File: config.mk
export PLATFORM = sky130hd
export DESIGN_NAME = hsv_core_ctrlstatus_regs_arbiter
export DESIGN_NICKNAME = d
export VERILOG_FILES = /design/src/rtl/hsv_core_ctrlstatus_regs_arbiter.sv
export SDC_FILE = /design/constraint.sdc
export NUM_CORES = 1
export LEC_CHECK = 0
export BUFFER_PORTS_ARGS = -buffer_cell sky130_fd_sc_hd__buf_2
export CORE_AREA = 2 2 141 143
export CTS_CLUSTER_SIZE = 16
export DETAILED_ROUTE_END_ITERATION = 16
export DIE_AREA = 0 0 143 145
export PLACE_DENSITY = 0.52
export REMOVE_ABC_BUFFERS = 1
export SETUP_SLACK_MARGIN = 0.4
export SLEW_MARGIN = 20
export SYNTH_ARGS = -nofsm -noshare
export SYNTH_HDL_FRONTEND = slang
export SYNTH_SLANG_ARGS = --single-unit
File: constraint.sdc
create_clock -name clk_core -period 2 [get_ports clk_core]
set_clock_uncertainty 0.2 [all_clocks]
set_input_delay 0.4 -clock clk_core [delete_from_list [all_inputs] [get_ports clk_core]]
set_output_delay 0.4 -clock clk_core [all_outputs]
set_load 0.01 [all_outputs]
File: src/rtl/hsv_core_ctrlstatus_regs_arbiter.sv
// rtl/hsv_core_ctrlstatus_regs_arbiter.sv - two-port arbiter for the CSR register-file bus
// Optional round-robin arbitration: define HSV_CSR_ARB_ROUND_ROBIN_EN (default: fixed priority by B_PRIORITY).
// Request bundle {req, is_wr, addr[15:0], wr_data[31:0], wr_biten[31:0]};
// response bundle {stall_wr, stall_rd, rd_ack, rd_err, rd_data[31:0], wr_ack, wr_err}.
module hsv_core_ctrlstatus_regs_arbiter #(
   parameter int unsigned TIMEOUT    = 64,
   parameter bit          B_PRIORITY = 1'b1
) (
   input  logic        clk_core,
   input  logic        rst_core_n,
   input  logic [81:0] a_req,
   output logic [37:0] a_rsp,
   input  logic [81:0] b_req,
   output logic [37:0] b_rsp,
   output logic        regs_req,
   output logic        regs_req_is_wr,
   output logic [15:0] regs_addr,
   output logic [31:0] regs_wr_data,
   output logic [31:0] regs_wr_biten,
   input  logic        regs_req_stall_wr,
   input  logic        regs_req_stall_rd,
   input  logic        regs_rd_ack,
   input  logic        regs_rd_err,
   input  logic [31:0] regs_rd_data,
   input  logic        regs_wr_ack,
   input  logic        regs_wr_err,
   output logic        arb_timeout
);

   typedef enum logic [1:0] {IDLE, ISSUE, WAIT_ACK} state_t;

   // Stalled, no acks, zero data: what every non-owner and every idle port sees.
   localparam logic [37:0] RSP_IDLE = {2'b11, 36'd0};
   localparam logic [15:0] CNT_LAST = 16'(TIMEOUT - 1);

   state_t      state_q, state_d;
   logic        owner_q, owner_d;      // 0 = A, 1 = B
   logic [15:0] cnt_q, cnt_d;
   logic        lat_wr_q, lat_wr_d;
   logic        both_pick;

   logic [81:0] own_bundle;
   logic        own_req, own_is_wr, own_stall;
   logic [37:0] own_rsp;
   logic        ack_match, timed_out;

   assign own_bundle = owner_q ? b_req : a_req;
   assign own_req    = own_bundle[81];
   assign own_is_wr  = own_bundle[80];
   assign own_stall  = own_is_wr ? regs_req_stall_wr : regs_req_stall_rd;
   assign ack_match  = lat_wr_q ? regs_wr_ack : regs_rd_ack;
   assign timed_out  = (state_q == WAIT_ACK) && !ack_match && (cnt_q == CNT_LAST);

`ifdef HSV_CSR_ARB_ROUND_ROBIN_EN
   logic rr_q;  // last granted port

   // Remember the port granted on each ISSUE entry so ties alternate.
   always_ff @(posedge clk_core or negedge rst_core_n) begin
      if (!rst_core_n)
         rr_q <= 1'b0;
      else if (state_q == IDLE && state_d == ISSUE)
         rr_q <= owner_d;
   end

   assign both_pick = ~rr_q;
`else
   assign both_pick = B_PRIORITY;
`endif

   // Arbiter state, owner, wait counter and latched transaction type.
   always_ff @(posedge clk_core or negedge rst_core_n) begin
      if (!rst_core_n) begin
         state_q  <= IDLE;
         owner_q  <= 1'b0;
         cnt_q    <= 16'd0;
         lat_wr_q <= 1'b0;
      end else begin
         state_q  <= state_d;
         owner_q  <= owner_d;
         cnt_q    <= cnt_d;
         lat_wr_q <= lat_wr_d;
      end
   end

   // Next-state, downstream mux and per-port response routing.
   always_comb begin
      state_d        = state_q;
      owner_d        = owner_q;
      cnt_d          = cnt_q;
      lat_wr_d       = lat_wr_q;
      regs_req       = 1'b0;
      regs_req_is_wr = own_is_wr;
      regs_addr      = own_bundle[79:64];
      regs_wr_data   = own_bundle[63:32];
      regs_wr_biten  = own_bundle[31:0];
      own_rsp        = RSP_IDLE;
      arb_timeout    = 1'b0;

      case (state_q)
         IDLE: begin
            if (a_req[81] && b_req[81]) begin
               owner_d = both_pick;
               state_d = ISSUE;
            end else if (a_req[81]) begin
               owner_d = 1'b0;
               state_d = ISSUE;
            end else if (b_req[81]) begin
               owner_d = 1'b1;
               state_d = ISSUE;
            end
         end
         ISSUE: begin
            regs_req        = own_req;
            own_rsp[37]     = regs_req_stall_wr;
            own_rsp[36]     = regs_req_stall_rd;
            if (!own_req) begin
               state_d = IDLE;
            end else if (!own_stall) begin
               lat_wr_d = own_is_wr;
               cnt_d    = 16'd0;
               state_d  = WAIT_ACK;
            end
         end
         WAIT_ACK: begin
            cnt_d = cnt_q + 16'd1;
            if (ack_match) begin
               if (lat_wr_q) begin
                  own_rsp[1] = 1'b1;
                  own_rsp[0] = regs_wr_err;
               end else begin
                  own_rsp[35]   = 1'b1;
                  own_rsp[34]   = regs_rd_err;
                  own_rsp[33:2] = regs_rd_data;
               end
               state_d = IDLE;
            end else if (timed_out) begin
               if (lat_wr_q) begin
                  own_rsp[1] = 1'b1;
                  own_rsp[0] = 1'b1;
               end else begin
                  own_rsp[35] = 1'b1;
                  own_rsp[34] = 1'b1;
               end
               arb_timeout = 1'b1;
               state_d     = IDLE;
            end
         end
         default: state_d = IDLE;
      endcase

      a_rsp = owner_q ? RSP_IDLE : own_rsp;
      b_rsp = owner_q ? own_rsp : RSP_IDLE;
   end

endmodule

==> results.sh, run 1 <==
export IMPL_finalWorstSetupSlack_ns=-0.6421
export IMPL_synth_seq_area_share_pct=19.07
export IMPL_gp_congestion=0.8195
export IMPL_outcome="finished, violations left"
export IMPL_grt_max_degree=21
export IMPL_syn_area_per_cell_sq_um=8.805
export IMPL_routedWlPerCell_microns=17.74
export IMPL_endpoint_kind="primary output"
export IMPL_layout_cells_non_filler=1008
export IMPL_synth_area_leaders="mux2_2 (35%), dfrtp_1 (19%), and2_1 (15%), buf_2 (2.1%), nor4_2 (1.9%)"
export IMPL_synth_top_flop_cell="dfrtp_1"
export IMPL_clock_sinks=20
export IMPL_vias=4155
export IMPL_die_area_sq_um=20740
export IMPL_worstPathMaxFanout=7
export IMPL_violations="setup timing"
export IMPL_area_delta_synth_final_pct=183.8
export IMPL_antenna_cells=0
export IMPL_routed_via_density=4.122
export IMPL_criticalPathCategory="flip-flop to primary output"
export IMPL_fin_util_pct=38.77
export IMPL_yosys_register_bits=20
export IMPL_synth_commonest_cells="mux2_2 (81), and2_1 (64), dfrtp_1 (20), nand2_1 (12), buf_2 (11)"
export IMPL_crit_path_top_delay_cell="or4_4"
export IMPL_synth_cell_types=39
export IMPL_cts_clk_slew_worst_paths_ns=0.05
export IMPL_cts_buffer_depth=2
export IMPL_drt_first_pass_iters=4
export IMPL_synthCells=298
export IMPL_clockRootBuffer="clkbuf_16"
export IMPL_max_slew_margin_pct=68.39
export IMPL_insertion_delay_ns=0.25
export IMPL_post_route_min_period_ns=2.642
export IMPL_worstPathCellList="or4_4 -> nor3_4 -> a31oi_4 -> buf_12 -> nor4b_2 -> buf_2"
export IMPL_place_ws_ns=-0.3963
export IMPL_numCtsBuffers=3
export IMPL_setup_worst_path_start_class="flip-flop"
export IMPL_num_rows=51
export IMPL_async_reset_ff_share_pct=100.0
export IMPL_htree_levels=1
export IMPL_placedCellCount=959
export IMPL_finalHoldViolCount=0
export IMPL_cp_required_ns=1.40
export IMPL_initial_core_util_pct=13.66
export IMPL_grt_pass1_vias=4181
export IMPL_fin_setup_tns_ns=-44.65
export IMPL_synth_top_area_share_pct=34.76
export IMPL_coreArea_sq_um=19210
export IMPL_n_fill_cell=1877
export IMPL_synth_area_leader_cell="mux2_2"
export IMPL_drt_iter0_drc=140
export IMPL_worst_pin_slew_ns=0.4742
export IMPL_drive_gt1_share_pct=87.35
export IMPL_dp_hpwl_mm=12.75
export IMPL_grt_use_total_pct=15.01
export IMPL_cts_tree="done"
export IMPL_powerDensity_nw_per_um2=967.1
export IMPL_drv_cap=0
export IMPL_hold_ws_ns=0.2624
export IMPL_finalCritPeriodShare_pct=132.1
export IMPL_die_y_microns=145
export IMPL_setup_viol=172
export IMPL_io_pin_count=363
export IMPL_worst_path_largest_cell_delay_ns=0.55
export IMPL_leakage_nw=3.684
export IMPL_routed_wl_mm=17.88
export IMPL_overflow=0
export IMPL_yosysMostFrequentCell="mux2_2"
export IMPL_drtAntennaViolNets=0
export IMPL_antenna_found_initial=0
export IMPL_crit_arrival_ns=2.04
export IMPL_dieWidth_microns=143
export IMPL_final_net_count=949
export IMPL_finalMaxSlewViolations=0
export IMPL_netlist_area_sq_um=2624
export IMPL_hp_class="primary input to flip-flop"
export IMPL_grt_pass1_wl_mm=23.66
export IMPL_yosysWarningCount=0
export IMPL_synth_edff_count=0
export IMPL_fmax_ghz=0.3785
export IMPL_port_buffers=362
export IMPL_max_vdd_ir_drop_mv=0.5211
export IMPL_route_detailed_drc=0
export IMPL_rsz0062_at_grt="yes"
logic make-up after synthesis:
group | share of synthesized area [%]
AND/OR/NAND/NOR | 28.71
multiplexers | 36.29
buffers and inverters | 4.816
adder cells (fa/ha/maj) | 0.4768
AO/OA/AOI/OAI | 10.30
flip-flops | 19.07
XOR/XNOR | 0.3339
layout make-up:
class | instances | area (sq um) | share of cell area (%)
sequential | 20 | 504.2 | 6.772
timing repair buffer | 463 | 4070 | 54.66
tap | 265 | 331.6 | 4.453
clock buffer | 4 | 78.83 | 1.059
inverter | 8 | 30.03 | 0.4033
multi-input combinational | 248 | 2431 | 32.65
metal layers:
layer  routed length, microns  up-vias  GRT usage (%)
li1                         -     1969              -
met4                      303        0          2.277
met2                     9114      250          28.13
met5                        0        -              0
met3                     1615       18          3.465
met1                     6844     1918          17.41
registers in the layout (all words and copies together), names as in the netlist:
register  flops
state_q       2
lat_wr_q      1
owner_q       1
cnt_q        16
repair_timing:
item | 4_1_cts | 5_1_grt
setup endpoints to repair | 178 | 178
hold endpoints to repair | 20 | 0
hold buffers | 1 | 0
gates cloned | 13 | 2
setup buffers | 20 | 9
gates resized for setup | 219 | 116
pin swaps | 28 | 56
through the flow:
step,power [W],instance area [sq um]
after floorplan,0.002429,2527
after global placement,0.004239,5175
after detailed placement,0.004235,5175
after CTS,0.006908,6789
after global routing,0.007572,7446
final,0.007201,7446
worst max-delay path: cells and delay by family, from the launching register on:
kind,cells,cell delay [ns]
simple gates,3,0.96
flops,1,0.37
buf+inv,2,0.32
compound gates,1,0.12
final timing paths:
check / from / cells past startpoint / end / slack [ns]
worst min-delay path: b_req[81] / 2 / owner_q$_DFFE_PN0P_ / 0.26
worst max-delay path: cnt_q[7]$_DFFE_PN0P_ / 6 / a_rsp[1] / -0.64
worst max register to register: owner_q$_DFFE_PN0P_ / 8 / cnt_q[12]$_DFFE_PN0P_ / -0.05
worst min register to register: cnt_q[15]$_DFFE_PN0P_ / 2 / cnt_q[15]$_DFFE_PN0P_ / 0.36
min in group asynchronous: rst_core_n / 2 / cnt_q[14]$_DFFE_PN0P_ / 0.44
max in group asynchronous: rst_core_n / 2 / owner_q$_DFFE_PN0P_ / 0.79
cells in the final DEF, fill, tap and decap left out, types with 4 or more instances in the layout:
cell type,netlist,final
a31oi_4,1,4
nor3_1,7,4
nand4_1,7,7
o221ai_2,0,4
and2_1,64,6
nand2_1,12,9
buf_12,0,15
clkbuf_16,0,5
o21ai_0,8,4
buf_2,11,222
o31ai_1,4,4
o21ai_1,6,4
buf_8,0,8
buf_16,0,13
and3_1,4,4
buf_4,0,41
buf_6,0,161
and2_4,0,58
o21ai_2,0,5
mux2_4,0,11
mux2_2,81,70
dfrtp_1,20,19
inv_1,8,6
power by group:
part	switching, W	leakage, nW	total [W]	internal, W
Sequential	0.0000792	0.264	0.000596	0.000516
Clock	0.000146	0.0382	0.000417	0.000271
Combinational	0.00247	3.38	0.00619	0.00371
Total	0.00270	3.68	0.00720	0.00450
Power figures use the tool's default switching activity.
==> run 2: changes to the inputs <==
RECOVER_POWER = 25   (was default)
==> run 2 against run 1 <==
Net effect:
- the run still ends with setup timing left
- core utilization about the same
- clock power about the same
- sequential share of layout area about the same
- final area about the same
- sequential power about the same
- via count unchanged
- non-clock buffer count unchanged
- first-iteration DRC count unchanged
- global-route usage unchanged
- routed wire length unchanged
- critical path type unchanged
- highest routed layer unchanged
==> results.sh, run 2 (synthesis results as in run 1) <==
export IMPL_outcome="finished, violations left"
export IMPL_violations="setup timing"
export IMPL_largest_reg_flops=16
export IMPL_finalWorstSetupSlack_ns=-0.6421
export IMPL_worst_pin_slew_ns=1.144
export IMPL_dp_hpwl_mm=12.75
export IMPL_die_area_sq_um=20740
export IMPL_dieWidth_microns=143
export IMPL_max_slew_margin_pct=23.74
export IMPL_numCtsBuffers=3
export IMPL_ff_latch_area_sq_um=504.2
export IMPL_initial_core_util_pct=13.66
export IMPL_setup_viol=172
export IMPL_total_power_w=0.007200
export IMPL_clockRootBuffer="clkbuf_16"
export IMPL_cts_clk_slew_worst_paths_ns=0.05
export IMPL_antenna_found_initial=0
export IMPL_insertion_delay_ns=0.25
export IMPL_n_fill_cell=1878
export IMPL_drive_gt1_share_pct=87.21
export IMPL_final_net_count=949
export IMPL_antenna_cells=0
export IMPL_cp_required_ns=1.40
export IMPL_place_ws_ns=-0.3963
export IMPL_multi_input_area_sq_um=2431
export IMPL_drtAntennaViolNets=0
export IMPL_gp_congestion=0.8195
export IMPL_endpoint_kind="primary output"
export IMPL_grt_use_total_pct=15.01
export IMPL_vias=4155
export IMPL_finalMaxSlewViolations=0
export IMPL_drt_first_pass_iters=4
export IMPL_grt_max_degree=21
export IMPL_drt_iter0_drc=140
export IMPL_coreArea_sq_um=19210
export IMPL_num_rows=51
export IMPL_drv_cap=0
export IMPL_grt_pass1_wl_mm=23.66
export IMPL_top_regs="cnt_q x16, state_q x2"
export IMPL_routedWlPerCell_microns=17.74
export IMPL_fin_util_pct=38.76
export IMPL_powerDensity_nw_per_um2=967.2
export IMPL_dr_wl_met2_mm=9.114
export IMPL_regMostFlops="cnt_q"
export IMPL_clock_sinks=20
export IMPL_hp_class="primary input to flip-flop"
export IMPL_fin_setup_tns_ns=-44.65
export IMPL_criticalPathCategory="flip-flop to primary output"
export IMPL_routed_wl_mm=17.88
export IMPL_port_buffers=362
export IMPL_fmax_ghz=0.3785
export IMPL_dr_max_layer_used="met4"
export IMPL_cts_buffer_depth=2
export IMPL_wl_met1_mm=6.844
export IMPL_htree_levels=1
export IMPL_worstHoldPathCells=2
export IMPL_setup_worst_path_start_class="flip-flop"
export IMPL_route_detailed_drc=0
export IMPL_io_pin_count=363
export IMPL_routed_via_density=4.122
export IMPL_leakage_nw=3.681
export IMPL_crit_arrival_ns=2.04
export IMPL_overflow=0
export IMPL_finalCritPeriodShare_pct=132.1
export IMPL_finalHoldViolCount=0
export IMPL_max_vdd_ir_drop_mv=0.5211
export IMPL_die_y_microns=145
export IMPL_hold_ws_ns=0.2624
export IMPL_rsz0062_at_grt="yes"
export IMPL_post_route_min_period_ns=2.642
export IMPL_r2r_cells=8
export IMPL_cts_tree="done"
export IMPL_area_delta_synth_final_pct=183.7
export IMPL_grt_pass1_vias=4181
export IMPL_worstPathMaxFanout=7
export IMPL_met3_length_mm=1.615
export IMPL_layout_common_cells="buf_2 (221), buf_6 (161), mux2_2 (70)"
export IMPL_final_common_cell="buf_2"
run 2: layer usage:
layer | vias up | GRT usage, %
met5 | - | 0
met4 | 0 | 2.277
met3 | 18 | 3.465
met2 | 250 | 28.13
met1 | 1918 | 17.41
li1 | 1969 | -
run 2: power breakdown:
part / switching (W) / internal, W / total, W
clock: 0.000146 / 0.000271 / 0.000417
sequential: 0.0000792 / 0.000516 / 0.000595
combinational: 0.00247 / 0.00371 / 0.00619
total: 0.00270 / 0.00450 / 0.00720
run 2: final timing paths:
check                                            from                    end  slack [ns]
worst max-delay path             cnt_q[7]$_DFFE_PN0P_               a_rsp[1]       -0.64
worst min-delay path                        b_req[81]    owner_q$_DFFE_PN0P_        0.26
worst max register to register    owner_q$_DFFE_PN0P_  cnt_q[12]$_DFFE_PN0P_       -0.05
worst min register to register  cnt_q[15]$_DFFE_PN0P_  cnt_q[15]$_DFFE_PN0P_        0.36
max in group asynchronous                  rst_core_n    owner_q$_DFFE_PN0P_        0.08
min in group asynchronous                  rst_core_n  cnt_q[14]$_DFFE_PN0P_        0.70
run 2: worst max-delay path: stages, from the launching register on:
cell and delay [ns]:
dfrtp_1 0.37, or4_4 0.55, nor3_4 0.18, a31oi_4 0.12
buf_12 0.15, nor4b_2 0.23, buf_2 0.17
run 2: timing repair:
| item | in CTS | in global routing |
|---|---|---|
| gates cloned | 13 | 2 |
| endpoints found under the hold margin | 20 | 0 |
| resized for setup | 219 | 116 |
| pin swaps | 28 | 56 |
| endpoints found under the setup margin | 178 | 178 |
| setup buffers | 20 | 9 |
| hold buffers | 1 | 0 |
run 2: layout make-up:
type / count / share of cell area (%)
well taps: 265 / 4.454
inverters: 8 / 0.4034
repair buffers: 463 / 54.66
clock buffers: 4 / 1.059
flip-flops and latches: 20 / 6.773
multi-input cells: 248 / 32.66
run 2: through the flow:
stage               cell area, sq um  std cells
global placement                5175        959
global route                    7445       1008
detailed placement              5175        959
floorplan                       2527        276
CTS                             6789        997
finish                          7445       1008
==> run 3: changes to the inputs <==
CORE_AREA = 5 5 136 138   (was 2 2 141 143)
DIE_AREA = 0 0 141 143   (was 0 0 143 145)
PLACE_DENSITY = 0.56   (was 0.52)
==> run 3 against run 2 <==
Net effect:
- the flow still finishes with violations (setup timing)
- combinational power down 2%
- first-iteration DRC count fell by 36%
- count of clock-buffer cells in the layout unchanged
- core utilization increased by 4.6 points
- sequential power is 11% higher
- maximum frequency is 1.0% higher
- critical path depth shrank 1
- critical endpoint is now a_rsp[34]
- sequential share of layout area increased by 0.094 points
- routed wire length up 4.0%
- clock power up 9.8%
- cell count fell by 4.4%
- worst hold slack got worse by 0.0077 ns
==> results.sh, run 3 (synthesis results as in run 1) <==
export IMPL_outcome="finished, violations left"
export IMPL_violations="setup timing"
export IMPL_max_vdd_ir_drop_mv=0.5991
export IMPL_endpoint_kind="primary output"
export IMPL_finalCritPeriodShare_pct=130.7
export IMPL_rr_startpoint="owner_q$_DFFE_PN0P_"
export IMPL_r2r_cells=7
export IMPL_drive_gt1_share_pct=88.23
export IMPL_dp_hpwl_mm=13.33
export IMPL_grt_use_total_pct=15.90
export IMPL_area_delta_synth_final_pct=181.9
export IMPL_initial_core_util_pct=15.38
export IMPL_largest_reg_flops=16
export IMPL_gp_congestion=0.8484
export IMPL_numCtsBuffers=3
export IMPL_die_area_sq_um=20160
export IMPL_criticalPathCategory="flip-flop to primary output"
export IMPL_coreArea_sq_um=17060
export IMPL_top_regs="cnt_q x16, state_q x2"
export IMPL_multi_input_area_sq_um=2432
export IMPL_hp_class="primary input to flip-flop"
export IMPL_cp_required_ns=1.40
export IMPL_ff_latch_area_sq_um=508.0
export IMPL_cts_buffer_depth=2
export IMPL_setup_worst_path_start_class="flip-flop"
export IMPL_die_y_microns=143
export IMPL_crit_path_start="cnt_q[7]$_DFFE_PN0P_"
export IMPL_antenna_cells=0
export IMPL_drt_first_pass_iters=4
export IMPL_drv_cap=0
export IMPL_cts_clk_slew_worst_paths_ns=0.06
export IMPL_clockRootBuffer="clkbuf_16"
export IMPL_num_rows=48
export IMPL_fmax_ghz=0.3824
export IMPL_port_buffers=362
export IMPL_overflow=0
export IMPL_worstPathMaxFanout=8
export IMPL_finalWorstSetupSlack_ns=-0.6149
export IMPL_routedWlPerCell_microns=19.30
export IMPL_layout_common_cells="buf_2 (215), buf_6 (172), mux2_2 (66)"
export IMPL_final_net_count=945
export IMPL_min_from="b_req[81]"
export IMPL_r2r_end="cnt_q[12]$_DFFE_PN0P_"
export IMPL_route_detailed_drc=0
export IMPL_setup_viol=177
export IMPL_crit_arrival_ns=2.01
export IMPL_rsz0062_at_grt="yes"
export IMPL_critical_path_endpoint="a_rsp[34]"
export IMPL_leakage_nw=3.684
export IMPL_finalMaxSlewViolations=0
export IMPL_antenna_found_initial=0
export IMPL_powerDensity_nw_per_um2=970.3
export IMPL_grt_max_degree=21
export IMPL_htree_levels=1
export IMPL_worst_pin_slew_ns=0.5376
export IMPL_worstHoldPathCells=2
export IMPL_clock_sinks=20
export IMPL_max_slew_margin_pct=64.16
export IMPL_hold_ws_ns=0.2546
export IMPL_io_pin_count=363
export IMPL_post_route_min_period_ns=2.615
export IMPL_dieWidth_microns=141
export IMPL_grt_pass1_wl_mm=25.32
export IMPL_routed_via_density=4.369
export IMPL_drtAntennaViolNets=0
export IMPL_regMostFlops="cnt_q"
export IMPL_routed_wl_mm=18.60
export IMPL_vias=4212
export IMPL_drt_iter0_drc=90
export IMPL_final_common_cell="buf_2"
export IMPL_n_fill_cell=1574
export IMPL_fin_util_pct=43.37
export IMPL_place_ws_ns=-0.3303
export IMPL_grt_pass1_vias=4389
export IMPL_rrSetupSlack_ns=-0.18
export IMPL_cts_tree="done"
export IMPL_finalHoldViolCount=0
export IMPL_insertion_delay_ns=0.25
-- run 3: cell types whose count changed in the layout (fill, tap and decap cells not counted), moves of 3 or more --
cell and change:
dfrtp_2 +3, buf_4 -5, buf_2 -6, mux2_2 -4, and2_1 -5, mux2_4 +4, and2_4 +5, buf_6 +11
dfrtp_1 -3
-- run 3: final cells by class --
type | count | share of cell area (%)
Timing Repair Buffer | 459 | 54.84
Sequential cell | 20 | 6.867
Inverter | 8 | 0.4060
Tap cell | 225 | 3.806
Clock buffer | 4 | 1.201
Multi-Input combinational cell | 248 | 32.88
-- run 3: worst min-delay path by stage --
stage | to
global placement | cnt_q[9]$_DFFE_PN0P_
detailed placement | cnt_q[9]$_DFFE_PN0P_
finish | owner_q$_DFFE_PN0P_
global route | owner_q$_DFFE_PN0P_
CTS | owner_q$_DFFE_PN0P_
floorplan | cnt_q[0]$_DFFE_PN0P_
-- run 3: power breakdown --
group	internal (W)	switching (W)	total, W
Combinational	0.00369	0.00236	0.00606
Sequential	0.000522	0.000141	0.000663
Clock	0.000305	0.000153	0.000458
-- run 3: critical path, cell delays in order, from the launching register on --
cell and delay, ns:
dfrtp_1 0.38, or4_4 0.55, nor3_4 0.18, a31oi_4 0.20
nor4_2 0.29, buf_2 0.16
-- run 3: metrics by stage --
stage	power (W)	cell area, sq um	setup TNS, ns	cells
6_report	0.007178	7397	-44.11	964
5_1_grt	0.007571	7397	-53.88	964
4_1_cts	0.006845	6690	-42.83	956
3_5_place_dp	0.004187	5090	-2.531	916
3_3_place_gp	0.004175	5090	-2.251	916
2_1_floorplan	0.002429	2527	-282.65	276
-- run 3: metal layers --
metal  vias to the layer above  part of all wire (%)  track usage, %
li1                       1968                     -               -
met1                      1933                    36           18.02
met2                       274                    51           28.73
met3                        37                    11           5.358
met4                         0                   2.8           4.080
met5                         -                     0               0
-- run 3: repair_timing --
item / in CTS / in global routing
hold buffers: 1 / 0
buffers inserted: 22 / 6
hold endpoints to repair: 20 / 0
resized for setup: 213 / 137
gates cloned: 13 / 2
pin swaps: 33 / 61
setup endpoints to repair: 178 / 178
